**src/rtl/axi_pkg.sv**
```systemverilog
`default_nettype none
// ============================================================================
// Module   : axi_pkg
// Purpose  : Shared AXI read-channel widths, arbiter state encoding, master
//            tag constants and AR/R field bundles for rom_read_arbiter.
// Contents : AXI_*_BITS widths, arb_state_e, TAG_M0/TAG_M1,
//            ar_fields_t, r_fields_t
// Revision : 1.0 - initial release
// ============================================================================
package axi_pkg;

  localparam int AXI_ID_BITS   = 4;
  localparam int AXI_IDS_BITS  = 8;
  localparam int AXI_ADDR_BITS = 32;
  localparam int AXI_DATA_BITS = 32;
  localparam int AXI_LEN_BITS  = 4;
  localparam int AXI_SIZE_BITS = 3;

  typedef enum logic [1:0] {
    IDLE = 2'd0,
    ADDR = 2'd1,
    DATA = 2'd2
  } arb_state_e;

  // Tag placed in the upper slave-side ID bits to mark the issuing master.
  localparam logic TAG_M0 = 1'b0;
  localparam logic TAG_M1 = 1'b1;

  typedef struct packed {
    logic [AXI_ADDR_BITS-1:0] addr;
    logic [AXI_LEN_BITS-1:0]  len;
    logic [AXI_SIZE_BITS-1:0] size;
    logic [1:0]               burst;
  } ar_fields_t;

  typedef struct packed {
    logic [AXI_DATA_BITS-1:0] data;
    logic [1:0]               resp;
    logic                     last;
  } r_fields_t;

endpackage
`default_nettype wire

```
**src/rtl/rr_arb2.sv**
```systemverilog
`default_nettype none
// ============================================================================
// Module   : rr_arb2
// Purpose  : Two-input round-robin picker. A lone request wins outright; when
//            both request, the input named by prio_i wins.
// Ports    : req_i [1:0] in  - request vector (bit x = master x)
//            prio_i      in  - preferred master on contention
//            gnt_o       out - index of the selected master
// Revision : 1.0 - initial release
// ============================================================================
module rr_arb2 (
  input  logic [1:0] req_i,
  input  logic       prio_i,
  output logic       gnt_o
);

  // With no request the output is don't-care; req_i[1] gives 0 there.
  assign gnt_o = (req_i == 2'b11) ? prio_i : req_i[1];

endmodule
`default_nettype wire

```
**src/rtl/rom_read_arbiter.sv**
```systemverilog
`default_nettype none
// ============================================================================
// Module   : rom_read_arbiter
// Purpose  : Shares one ROM AXI read slave between M0 (instruction fetch) and
//            M1 (data read). One outstanding transaction; grant held for the
//            whole burst, round-robin priority updated at burst completion.
// Ports    : ACLK, ARESETn (async, active-low)
//            AR*_M0/M1 in, ARREADY_M0/M1 out   - master address channels
//            R*_M0/M1 out, RREADY_M0/M1 in     - master data channels
//            AR*_S out, ARREADY_S in           - slave address channel
//            R*_S in, RREADY_S out             - slave data channel
// Revision : 1.0 - initial release
// ============================================================================
module rom_read_arbiter
  import axi_pkg::*;
#(
  parameter int ID_W  = AXI_ID_BITS,
  parameter int IDS_W = AXI_IDS_BITS
) (
  input  logic                     ACLK,
  input  logic                     ARESETn,
  // M0 read address
  input  logic [ID_W-1:0]          ARID_M0,
  input  logic [AXI_ADDR_BITS-1:0] ARADDR_M0,
  input  logic [AXI_LEN_BITS-1:0]  ARLEN_M0,
  input  logic [AXI_SIZE_BITS-1:0] ARSIZE_M0,
  input  logic [1:0]               ARBURST_M0,
  input  logic                     ARVALID_M0,
  output logic                     ARREADY_M0,
  // M0 read data
  output logic [ID_W-1:0]          RID_M0,
  output logic [AXI_DATA_BITS-1:0] RDATA_M0,
  output logic [1:0]               RRESP_M0,
  output logic                     RLAST_M0,
  output logic                     RVALID_M0,
  input  logic                     RREADY_M0,
  // M1 read address
  input  logic [ID_W-1:0]          ARID_M1,
  input  logic [AXI_ADDR_BITS-1:0] ARADDR_M1,
  input  logic [AXI_LEN_BITS-1:0]  ARLEN_M1,
  input  logic [AXI_SIZE_BITS-1:0] ARSIZE_M1,
  input  logic [1:0]               ARBURST_M1,
  input  logic                     ARVALID_M1,
  output logic                     ARREADY_M1,
  // M1 read data
  output logic [ID_W-1:0]          RID_M1,
  output logic [AXI_DATA_BITS-1:0] RDATA_M1,
  output logic [1:0]               RRESP_M1,
  output logic                     RLAST_M1,
  output logic                     RVALID_M1,
  input  logic                     RREADY_M1,
  // Slave read address
  output logic [IDS_W-1:0]         ARID_S,
  output logic [AXI_ADDR_BITS-1:0] ARADDR_S,
  output logic [AXI_LEN_BITS-1:0]  ARLEN_S,
  output logic [AXI_SIZE_BITS-1:0] ARSIZE_S,
  output logic [1:0]               ARBURST_S,
  output logic                     ARVALID_S,
  input  logic                     ARREADY_S,
  // Slave read data
  input  logic [IDS_W-1:0]         RID_S,
  input  logic [AXI_DATA_BITS-1:0] RDATA_S,
  input  logic [1:0]               RRESP_S,
  input  logic                     RLAST_S,
  input  logic                     RVALID_S,
  output logic                     RREADY_S
);

  arb_state_e state_q;
  logic       gnt_q;
  logic       prio_q;

  logic             w_pick;
  logic [1:0]       w_req;
  ar_fields_t       w_ar_sel;
  r_fields_t        w_r;
  logic [ID_W-1:0]  w_arid_sel;
  logic [IDS_W-ID_W-1:0] w_tag;
  logic             w_rready_sel;
  logic             w_unused_rid_tag;

  assign w_req = {ARVALID_M1, ARVALID_M0};

  rr_arb2 u_rr_arb2 (
    .req_i  (w_req),
    .prio_i (prio_q),
    .gnt_o  (w_pick)
  );

  // Granted master's AR fields and R-ready.
  assign w_ar_sel   = gnt_q ? ar_fields_t'{ARADDR_M1, ARLEN_M1, ARSIZE_M1, ARBURST_M1}
                            : ar_fields_t'{ARADDR_M0, ARLEN_M0, ARSIZE_M0, ARBURST_M0};
  assign w_arid_sel   = gnt_q ? ARID_M1 : ARID_M0;
  assign w_rready_sel = gnt_q ? RREADY_M1 : RREADY_M0;
  assign w_r          = r_fields_t'{RDATA_S, RRESP_S, RLAST_S};

  // Slave-side tag bits are returned by the ROM but routing follows gnt_q,
  // so they are intentionally not consumed.
  assign w_unused_rid_tag = ^RID_S[IDS_W-1:ID_W];

  always_comb begin
    w_tag    = '0;
    w_tag[0] = gnt_q;
  end

  always_ff @(posedge ACLK or negedge ARESETn) begin
    if (!ARESETn) begin
      state_q <= IDLE;
      gnt_q   <= TAG_M0;
      prio_q  <= TAG_M0;
    end else begin
      case (state_q)
        IDLE: begin
          if (|w_req) begin
            gnt_q   <= w_pick;
            state_q <= ADDR;
          end
        end
        ADDR: begin
          // ARVALID_S is constant 1 in this state, so ARREADY_S alone completes AR.
          if (ARREADY_S) state_q <= DATA;
        end
        DATA: begin
          if (RVALID_S && w_rready_sel && RLAST_S) begin
            state_q <= IDLE;
            prio_q  <= ~gnt_q;
          end
        end
        default: state_q <= IDLE;
      endcase
    end
  end

  // All channel outputs are gated by state so that an asynchronous reset
  // forces them to zero immediately.
  always_comb begin
    ARID_S     = '0;
    ARADDR_S   = '0;
    ARLEN_S    = '0;
    ARSIZE_S   = '0;
    ARBURST_S  = '0;
    ARVALID_S  = 1'b0;
    ARREADY_M0 = 1'b0;
    ARREADY_M1 = 1'b0;
    RREADY_S   = 1'b0;
    RID_M0     = '0;
    RDATA_M0   = '0;
    RRESP_M0   = '0;
    RLAST_M0   = 1'b0;
    RVALID_M0  = 1'b0;
    RID_M1     = '0;
    RDATA_M1   = '0;
    RRESP_M1   = '0;
    RLAST_M1   = 1'b0;
    RVALID_M1  = 1'b0;

    if (state_q == ADDR) begin
      ARVALID_S  = 1'b1;
      ARID_S     = {w_tag, w_arid_sel};
      ARADDR_S   = w_ar_sel.addr;
      ARLEN_S    = w_ar_sel.len;
      ARSIZE_S   = w_ar_sel.size;
      ARBURST_S  = w_ar_sel.burst;
      ARREADY_M0 = (gnt_q == TAG_M0) && ARREADY_S;
      ARREADY_M1 = (gnt_q == TAG_M1) && ARREADY_S;
    end

    if (state_q == DATA) begin
      RREADY_S = w_rready_sel;
      if (gnt_q == TAG_M0) begin
        RID_M0    = RID_S[ID_W-1:0];
        RDATA_M0  = w_r.data;
        RRESP_M0  = w_r.resp;
        RLAST_M0  = w_r.last;
        RVALID_M0 = RVALID_S;
      end else begin
        RID_M1    = RID_S[ID_W-1:0];
        RDATA_M1  = w_r.data;
        RRESP_M1  = w_r.resp;
        RLAST_M1  = w_r.last;
        RVALID_M1 = RVALID_S;
      end
    end
  end

endmodule
`default_nettype wire

```
**config.mk**
```make
export PLATFORM = sky130hd
export DESIGN_NAME = rom_read_arbiter
export DESIGN_NICKNAME = d
export VERILOG_FILES = /design/src/rtl/axi_pkg.sv /design/src/rtl/rr_arb2.sv /design/src/rtl/rom_read_arbiter.sv
export SDC_FILE = /design/constraint.sdc
export NUM_CORES = 1
export LEC_CHECK = 0
export CAP_MARGIN = 20
export CORE_AREA = 5 5 103 105
export DETAILED_ROUTE_END_ITERATION = 10
export DIE_AREA = 0 0 108 110
export PLACE_DENSITY = 0.75
export SLEW_MARGIN = 20
export SYNTH_ARGS = -nofsm -noshare
export SYNTH_HDL_FRONTEND = slang
export SYNTH_SLANG_ARGS = --single-unit
export TNS_END_PERCENT = 20
```
**constraint.sdc**
```tcl
create_clock -name ACLK -period 3.4 [get_ports ACLK]
set_input_delay 0.34 -clock ACLK [delete_from_list [all_inputs] [get_ports ACLK]]
set_output_delay 0.34 -clock ACLK [all_outputs]
set_load 0.03 [all_outputs]
```
==> results.sh <==
export IMPL_detailedRoute_firstPassIterationCount=4
export IMPL_cts_post_setup_buffers_inserted=0
export IMPL_wl_per_cell_um=14.2
export IMPL_setup_tns_final_ns=0
export IMPL_coreArea_mm2=0.00955
export IMPL_overflow=0
export IMPL_finalWorstPathRequiredPeriod_ns=2.77
export IMPL_drive_above_1_share_pct=3.16
export IMPL_r2r_start="state_q[1]"
export IMPL_clkTransAtPathRegs_ns=0.04
export IMPL_power_leakage_nw=1.73
export IMPL_cp_start_kind="flop"
export IMPL_fmax_mhz=361
export IMPL_worst_path_max_fanout=44
export IMPL_antenna_found_initial=0
export IMPL_grt_max_degree=47
export IMPL_slew_headroom_pct=41.9
export IMPL_fin_skew_ns=0.00469
export IMPL_place_ws_ns=0.819
export IMPL_dpl_hpwl_um=7610
export IMPL_clk_path_buf_depth=2
export IMPL_fin_nets=616
export IMPL_portBuffers=266
export IMPL_ctsResizeCount=0
export IMPL_status="finished, final reports clean"
export IMPL_gp_congestion=0.729
export IMPL_hold_viol=0
export IMPL_grt_pass1_wl_um=12200
export IMPL_dpl_instance_area_mm2=0.00425
export IMPL_r2r_slack_ns=1.72
export IMPL_cts_buffers=3
export IMPL_final_cell_area_mm2=0.00430
export IMPL_die_w_um=108
export IMPL_clkSinkCount=4
export IMPL_diodes=0
export IMPL_drc=0
export IMPL_slew_viol_final=0
export IMPL_grt_pass1_vias=2631
export IMPL_cp_required_ns=3.06
export IMPL_h_tree_depth=1
export IMPL_vias=2449
export IMPL_initial_core_util_pct=15.9
export IMPL_vdd_ir_drop_max_uv=432
export IMPL_finalWorstSetupSlack_ns=0.627
export IMPL_p_per_area_mw_per_mm2=615
export IMPL_hold_path_class="in -> async"
export IMPL_avgSynthCellArea_um2=6.88
export IMPL_cts_tree="yes"
export IMPL_routed_wl_um=8600
export IMPL_rows=36
export IMPL_finalPower_mw=2.64
export IMPL_routed_via_density=4.03
export IMPL_drt_initial_drc_count=81
export IMPL_drv_cap=0
export IMPL_dieHeight_um=110
export IMPL_tightest_slew_ns=0.871
export IMPL_crit_type="reg -> out"
export IMPL_die_area_mm2=0.0119
export IMPL_rsz0062_at_grt="false"
export IMPL_ctsHoldBuffers=0
export IMPL_worstPathArrival_ns=2.43
export IMPL_synth_cells=220
export IMPL_ant_nets=0
export IMPL_period_share_pct=81.6
export IMPL_worstReg2RegEnd="state_q[1]"
export IMPL_area_growth_pct=184
export IMPL_ys_types=21
export IMPL_netlist_area_mm2=0.00151
export IMPL_grt_usage_pct=12.8
export IMPL_io_pins=274
export IMPL_clock_latency_ns=0.22
export IMPL_synth_seq_cells=4
export IMPL_crit_path_end_kind="primary output"
export IMPL_setup_viol=0
export IMPL_seq_area_frac_synth_pct=6.61
export IMPL_yosysWarnings=0
export IMPL_rr_worst_depth=4
export IMPL_root_buffer="clkbuf_8"
-- cell type report --
| cell class | instances | area, um^2 |
|---|---|---|
| inverter | 2 | 7.51 |
| fill | 941 | 5250 |
| sequential | 4 | 101 |
| timing repair buffer | 270 | 2710 |
| clock buffer | 4 | 45.0 |
| multi-input combinational | 194 | 1270 |
| tap | 133 | 166 |
-- power by group --
part           total, mW  switching [mW]  internal, mW  leakage (nW)
clock              0.107          0.0264        0.0802        0.0228
sequential         0.107          0.0353        0.0722        0.0478
combinational       2.43            1.37          1.06          1.65
-- layer usage --
layer	GRT usage (%)	wire length (um)	vias up
li1	-	-	1206
met1	11.5	2800	1081
met2	26.4	4590	158
met3	5.07	1140	4
met4	3.07	63	0
met5	0	0	-
-- flip-flops by register name, summed over array words and instances (netlist names) --
register / cells
gnt_q: 1
prio_q: 1
state_q: 2
-- synth_stat cells --
library cell	n	share of area (%)
a211oi_1	1	0.50
a21oi_1	1	0.33
nor3_1	1	0.33
mux2i_1	45	30
buf_2	14	4.6
mux2i_2	1	0.91
and3_1	2	0.83
buf_4	3	1.5
and2_1	80	33
a31oi_1	1	0.41
nor3_2	1	0.66
conb_1	1	0.25
buf_6	5	3.7
o21ai_0	1	0.33
mux2_4	1	0.99
nand2b_1	1	0.41
nand2_1	3	0.74
nand2b_4	1	0.91
inv_1	2	0.50
dfrtp_1	4	6.6
nor2_1	51	13
-- worst max path at each step --
stage               start      endpoint
3_5_place_dp   state_q[1]  ARADDR_S[30]
6_report       state_q[1]  ARADDR_S[30]
5_1_grt        state_q[1]  ARADDR_S[30]
3_3_place_gp   state_q[1]  ARADDR_S[30]
2_1_floorplan  state_q[1]   ARADDR_S[0]
4_1_cts        state_q[1]  ARADDR_S[30]
-- critical path, cell delays in order (launching register included) --
cell	delay [ns]
dfrtp_1	0.42
nand2b_2	0.61
buf_4	0.36
nor2_1	0.11
clkdlybuf4s50_1	0.69
-- metrics by stage --
| step | hold WS (ns) | instances | utilization [%] |
|---|---|---|---|
| finish | 0.334 | 607 | 45.0 |
| CTS | 0.332 | 607 | 45.0 |
| detailed placement | 0.524 | 603 | 44.5 |
| global route | 0.356 | 607 | 45.0 |
| global placement | 0.500 | 603 | 44.5 |
| floorplan | 0.0444 | 222 | - |
-- layout by cell type (no fill, tap or decap), types with 2 or more instances in the layout --
cell type	instances
clkdlybuf4s50_1	266
and2_1	80
nor2_1	49
mux2i_1	45
nand2_1	3
conb_1	3
clkbuf_8	3
buf_4	3
dfrtp_1	3
nor2_2	2
inv_1	2
and3_1	2
-- cells by family after synthesis --
logic type	count (synthesis)	synth area share (%)
AOI/OAI and AO/OA	4	1.57
buffers and inverters	24	10.3
DFF	4	6.61
muxes	47	31.7
other	1	0.248
and+or+nand+nor	140	49.6
Power figures use the tool's default switching activity.
